<file path="config.mk">
export PLATFORM = sky130hd
export DESIGN_NAME = pmem_arbiter
export DESIGN_NICKNAME = d
export VERILOG_FILES = /design/src/rtl/pmem_arbiter.sv
export SDC_FILE = /design/constraint.sdc
export NUM_CORES = 1
export LEC_CHECK = 0
export ABC_AREA = 1
export CAP_MARGIN = 20
export CELL_PAD_IN_SITES_DETAIL_PLACEMENT = 1
export CELL_PAD_IN_SITES_GLOBAL_PLACEMENT = 1
export CORE_AREA = 2 2 270 272
export CTS_CLUSTER_SIZE = 16
export DETAILED_ROUTE_END_ITERATION = 10
export DIE_AREA = 0 0 272 274
export PLACE_DENSITY_LB_ADDON = 0.3
export RECOVER_POWER = 25
export SYNTH_ARGS = -nofsm -noshare
export SYNTH_HDL_FRONTEND = slang
export SYNTH_SLANG_ARGS = --single-unit
export TNS_END_PERCENT = 50
</file>
<file path="constraint.sdc">
create_clock -name clk -period 4.9 [get_ports clk]
set_input_delay 1.225 -clock clk [delete_from_list [all_inputs] [get_ports clk]]
set_output_delay 1.225 -clock clk [all_outputs]
set_load 0.02 [all_outputs]
</file>
<file path="src/rtl/pmem_arbiter.sv">
// rtl/pmem_arbiter.sv - two-client icache/dcache arbiter onto the shared physical-memory port
// Optional feature: define PMEM_ARB_RR_EN for round-robin arbitration between the two caches.
module pmem_arbiter #(
  parameter int ADDR_W = 16,
  parameter int LINE_W = 128
) (
  input  logic              clk,
  input  logic              rst_n,
  // instruction cache
  input  logic              i_pmem_read,
  input  logic [ADDR_W-1:0] i_pmem_address,
  output logic [LINE_W-1:0] i_pmem_rdata,
  output logic              i_pmem_resp,
  // data cache
  input  logic              d_pmem_read,
  input  logic              d_pmem_write,
  input  logic [ADDR_W-1:0] d_pmem_address,
  input  logic [LINE_W-1:0] d_pmem_wdata,
  output logic [LINE_W-1:0] d_pmem_rdata,
  output logic              d_pmem_resp,
  // physical memory
  output logic              pmem_read,
  output logic              pmem_write,
  output logic [ADDR_W-1:0] pmem_address,
  output logic [LINE_W-1:0] pmem_wdata,
  input  logic [LINE_W-1:0] pmem_rdata,
  input  logic              pmem_resp
);

  typedef enum logic [1:0] {
    S_IDLE    = 2'd0,
    S_GRANT_I = 2'd1,
    S_GRANT_D = 2'd2,
    S_TURN    = 2'd3
  } state_t;

  localparam logic [ADDR_W-1:0] LINE_MASK = {{(ADDR_W-3){1'b1}}, 3'b000};

  state_t            r_state;
  logic [ADDR_W-1:0] r_addr;
  logic [LINE_W-1:0] r_wdata;
  logic              r_op_wr;
  logic              r_pmem_read;
  logic              r_pmem_write;

  logic              w_d_req;
  logic              w_pick_d;
  logic              w_grant_i;
  logic              w_grant_d;

`ifdef PMEM_ARB_RR_EN
  // 1 = dcache was granted last, 0 = icache was granted last
  logic              r_last_grant;
`endif

  // Winner selection for the next idle sample; dcache write outranks dcache read via op latch
  always_comb begin
    w_d_req = d_pmem_read | d_pmem_write;
`ifdef PMEM_ARB_RR_EN
    if (w_d_req && i_pmem_read) begin
      w_pick_d = ~r_last_grant;
    end else begin
      w_pick_d = w_d_req;
    end
`else
    w_pick_d = w_d_req;
`endif
  end

  // Arbitration FSM: latch the winner's request, hold strobes until resp, then one dead cycle
  always_ff @(posedge clk or negedge rst_n) begin
    if (!rst_n) begin
      r_state      <= S_IDLE;
      r_addr       <= '0;
      r_wdata      <= '0;
      r_op_wr      <= 1'b0;
      r_pmem_read  <= 1'b0;
      r_pmem_write <= 1'b0;
`ifdef PMEM_ARB_RR_EN
      r_last_grant <= 1'b0;
`endif
    end else begin
      case (r_state)
        S_IDLE: begin
          if (w_pick_d) begin
            r_state      <= S_GRANT_D;
            r_addr       <= d_pmem_address;
            r_op_wr      <= d_pmem_write;
            r_wdata      <= d_pmem_write ? d_pmem_wdata : '0;
            r_pmem_read  <= ~d_pmem_write;
            r_pmem_write <= d_pmem_write;
`ifdef PMEM_ARB_RR_EN
            r_last_grant <= 1'b1;
`endif
          end else if (i_pmem_read) begin
            r_state      <= S_GRANT_I;
            r_addr       <= i_pmem_address;
            r_op_wr      <= 1'b0;
            r_wdata      <= '0;
            r_pmem_read  <= 1'b1;
            r_pmem_write <= 1'b0;
`ifdef PMEM_ARB_RR_EN
            r_last_grant <= 1'b0;
`endif
          end
        end
        S_GRANT_I, S_GRANT_D: begin
          if (pmem_resp) begin
            r_state      <= S_TURN;
            r_pmem_read  <= 1'b0;
            r_pmem_write <= 1'b0;
          end else begin
            r_pmem_read  <= ~r_op_wr;
            r_pmem_write <= r_op_wr;
          end
        end
        S_TURN: begin
          r_state <= S_IDLE;
        end
        default: begin
          r_state      <= S_IDLE;
          r_pmem_read  <= 1'b0;
          r_pmem_write <= 1'b0;
        end
      endcase
    end
  end

  // Response routing goes only to the granted cache, in the same cycle as pmem_resp
  always_comb begin
    w_grant_i    = (r_state == S_GRANT_I);
    w_grant_d    = (r_state == S_GRANT_D);
    i_pmem_resp  = w_grant_i & pmem_resp;
    d_pmem_resp  = w_grant_d & pmem_resp;
    i_pmem_rdata = w_grant_i ? pmem_rdata : '0;
    d_pmem_rdata = w_grant_d ? pmem_rdata : '0;
  end

  assign pmem_read    = r_pmem_read;
  assign pmem_write   = r_pmem_write;
  assign pmem_address = r_addr & LINE_MASK;
  assign pmem_wdata   = r_wdata;

`ifndef SYNTHESIS
  // A dcache read and write together is a client protocol error; the write is taken
  a_d_rw_exclusive: assert property (@(posedge clk) disable iff (!rst_n)
                                     !(d_pmem_read && d_pmem_write));
`endif

endmodule

</file>
==> metrics.md <==
| Metric | Value |
|---|---|
| WL final | 48.9 mm |
| Internal Power | 5.26 mW |
| DR iter-0 viols | 358 |
| Final Slew Violations | 87 |
| Cell family with most CP delay | buffers and inverters |
| Area Growth Syn to Fin | 104% |
| Clk sinks | 146 |
| Final setup viols | 0 |
| Post-route ant nets | 0 |
| Unrepaired setup endpoints after global routing | no |
| Worst path required time | 3.67 ns |
| Post-DP HPWL | 39.4 mm |
| Worst path max stage delay | 0.68 ns |
| Warnings, synthesis | 0 |
| Die height | 274 um |
| Mapped Area | 8150 um2 |
| Fill cells | 8659 |
| Register area share after synthesis | 0.448 |
| Global-route wire length before repair | 69.5 mm |
| Worst Max-Slew Pin Slew | 2.48 ns |
| Share of layout cells above drive strength 1 | 0.0262 |
| CTS tree | done |
| Startpoint Class | register |
| MaxCap Viol Count | 1 |
| Primary FF master, synth | dfrtp_1 |
| Via count | 10035 |
| # rows | 99 |
| Critical Path AT | 2.76 ns |
| Post-CTS resize count | 0 |
| Fmax | 0.251 GHz |
| Fin crit share | 0.813 |
| Final Critical Period | 3.98 ns |
| Clock Root Buffer | clkbuf_16 |
| H-tree Lvls | 4 |
| Vias per inst | 3.49 |
| Buffers on Ports | 688 |
| Buf/Inv on CP | 4 |
| Logic pwr share | 0.641 |
| Clock latency at the later pin of the worst-skew pair | 0.47 ns |
| Pin count of the biggest net entering global routing | 110 |
| Mapped Cells | 1251 |
| Io pins | 698 |
| Number of global-route vias before repair | 10326 |
| Critical path class | register to output pin |
| Crit end category | output pin |
| Flop pwr share | 0.220 |
| Initial antenna violation count | 17 |
| Count of cell types in the netlist | 17 |
| Outcome | finished, violations left |
| Avg Inst Size Synth | 6.52 um2 |
| GP Congestion | 0.936 |
| Power density of the placed cells | 592 nW/um2 |
| Hold_buf cts | 0 |
| Clock power share | 0.139 |
| Total iterations of the first detailed-routing run | 4 |
| Post-CTS setup buffers | 0 |
| EDFF count, synth | 0 |
| GRT Total Usage | 0.127 |
| Leak pwr | 8.55 nW |
| Die Wd | 272 um |
| Die ar. | 74500 um2 |
| Core area | 72000 um2 |
| Slowest-stage cell, CP | clkdlybuf4s50_1 |
| Failing checks | max-capacitance violations, max-slew violations |
| # nets final | 2192 |
| Initial core utilization | 0.113 |
| CTS Buf Count | 17 |
| Drt drc | 0 |
| Setup Skew | 0.0118 ns |
| Sw Ratio | 0.466 |
| TNS Setup | 0 ns |
| CP Max Fanout | 50 |
| Ys async rst share | 1.00 |
| GR Overflow Total | 0 |
| Worst-path cell chain | inv_1, ha_4, buf_4, nand2_1, inv_1, clkdlybuf4s50_1 |
| Routed len/inst | 17.0 um |
| Maximum VDD drop | 0.000288 V |
| Worst Hold Class | register to register |
| Clock slew at reported path FFs | 0.07 ns |
| Switching Power | 4.59 mW |
| Yosys reg bits | 146 |
| Fin. Hold Viols | 0 |
| Most frequent cell on the critical path | inv_1 |
| Slew HR | -0.654 |
| Fin util | 0.231 |
| Clk buf depth | 2 |
-- cells in the mapped netlist (4+ instances only) --
library cell	instances	area [um2]
nand3_1	6	30.0
buf_2	11	55.1
o21ai_1	31	155
clkbuf_1	52	195
buf_6	10	113
ha_1	4	50.1
inv_1	266	998
o21ai_0	112	561
dfrtp_1	146	3650
buf_4	5	37.5
nand2_1	602	2260
-- final cells by class --
class	count	area (um2)	share of cell area
clock buffer	20	447	0.0268
sequential	146	3650	0.220
clock inverter	12	145	0.00872
antenna	6	15.0	0.000902
timing repair buffer	702	7070	0.425
multi-input combinational	761	3110	0.187
inverter	266	998	0.0600
tap	959	1200	0.0721
-- worst register-to-register path: stages, from the launching register on --
cell and delay [ns]:
dfrtp_1 0.42, inv_1 0.17, ha_1 0.27, nand2_4 0.29, inv_1 0.67, nand2_1 0.17
nand2_1 0.09
-- placed cells by master, fill, tap and decap left out --
master	instances
clkbuf_8	1
clkdlybuf4s50_1	670
dfrtp_1	146
inv_8	1
nand3_1	6
ha_4	2
dlygate4sd3_1	16
nand2_4	1
clkbuf_16	17
clkbuf_1	2
conb_1	3
bufinv_16	2
diode_2	6
clkbuf_2	1
nor2_1	2
inv_6	4
o21ai_1	24
clkinvlp_4	1
o21ai_0	119
clkinv_2	1
or2_2	1
buf_4	8
nand2_1	601
inv_1	266
buf_12	7
ha_1	2
clkinv_4	3
-- routing by layer --
metal	global-route usage	part of all wire	up-vias	routed length, um
li1	-	-	4879	-
met1	0.140	0.39	4673	19200
met5	0	0.0028	-	135
met3	0.0595	0.10	63	4870
met4	0.0389	0.023	22	1150
met2	0.215	0.48	398	23600
-- path summary, 6_finish.rpt --
path	from	cells past startpoint	end	slack (ns)
worst min-delay path	pmem_wdata[122]	2	pmem_wdata[122]	0.48
worst max register to register	r_state[0]	6	r_addr[5]	2.76
max in group asynchronous	rst_n	1	pmem_wdata[24]	1.91
worst max-delay path	r_state[1]	6	i_pmem_rdata[108]	0.92
min in group asynchronous	rst_n	1	pmem_wdata[49]	1.46
worst min register to register	pmem_wdata[122]	2	pmem_wdata[122]	0.48
-- power by group through the flow --
| stage | clock network (mW) | logic, mW | registers [mW] |
|---|---|---|---|
| 2_1_floorplan | 0 | 2.35 | 2.90 |
| 3_3_place_gp | 0 | 6.40 | 2.15 |
| 3_5_place_dp | 0 | 6.45 | 2.18 |
| 4_1_cts | 1.45 | 6.47 | 2.18 |
| 5_1_grt | 1.49 | 6.81 | 2.26 |
| 6_report | 1.37 | 6.31 | 2.17 |
-- metrics by stage --
stage	setup WS [ns]	hold slack [ns]	instances	power, mW	area (um2)
2_1_floorplan	2.26	0.469	1253	5.25	8160
5_1_grt	0.717	0.506	2867	10.6	16600
4_1_cts	0.831	0.490	2866	10.1	16600
6_report	0.919	0.479	2872	9.85	16600
3_3_place_gp	1.07	0.463	2834	8.55	16100
3_5_place_dp	1.04	0.470	2834	8.63	16100
-- cell families (layout without fill, tap and decap cells) --
group           Yosys count  after routing  synth area share
flops                   146            146             0.448
simple gates            611            611             0.284
buf+inv                 346           1000             0.174
fa+ha+maj                 4              4           0.00614
other cells               1              9          0.000460
compound gates          143            143            0.0878
-- registers in the layout, summed over array words and instances (netlist names) --
name and cells:
pmem_wdata 128, r_addr 13, r_state 2, pmem_write 1
r_op_wr 1, pmem_read 1
Power figures use the tool's default switching activity.
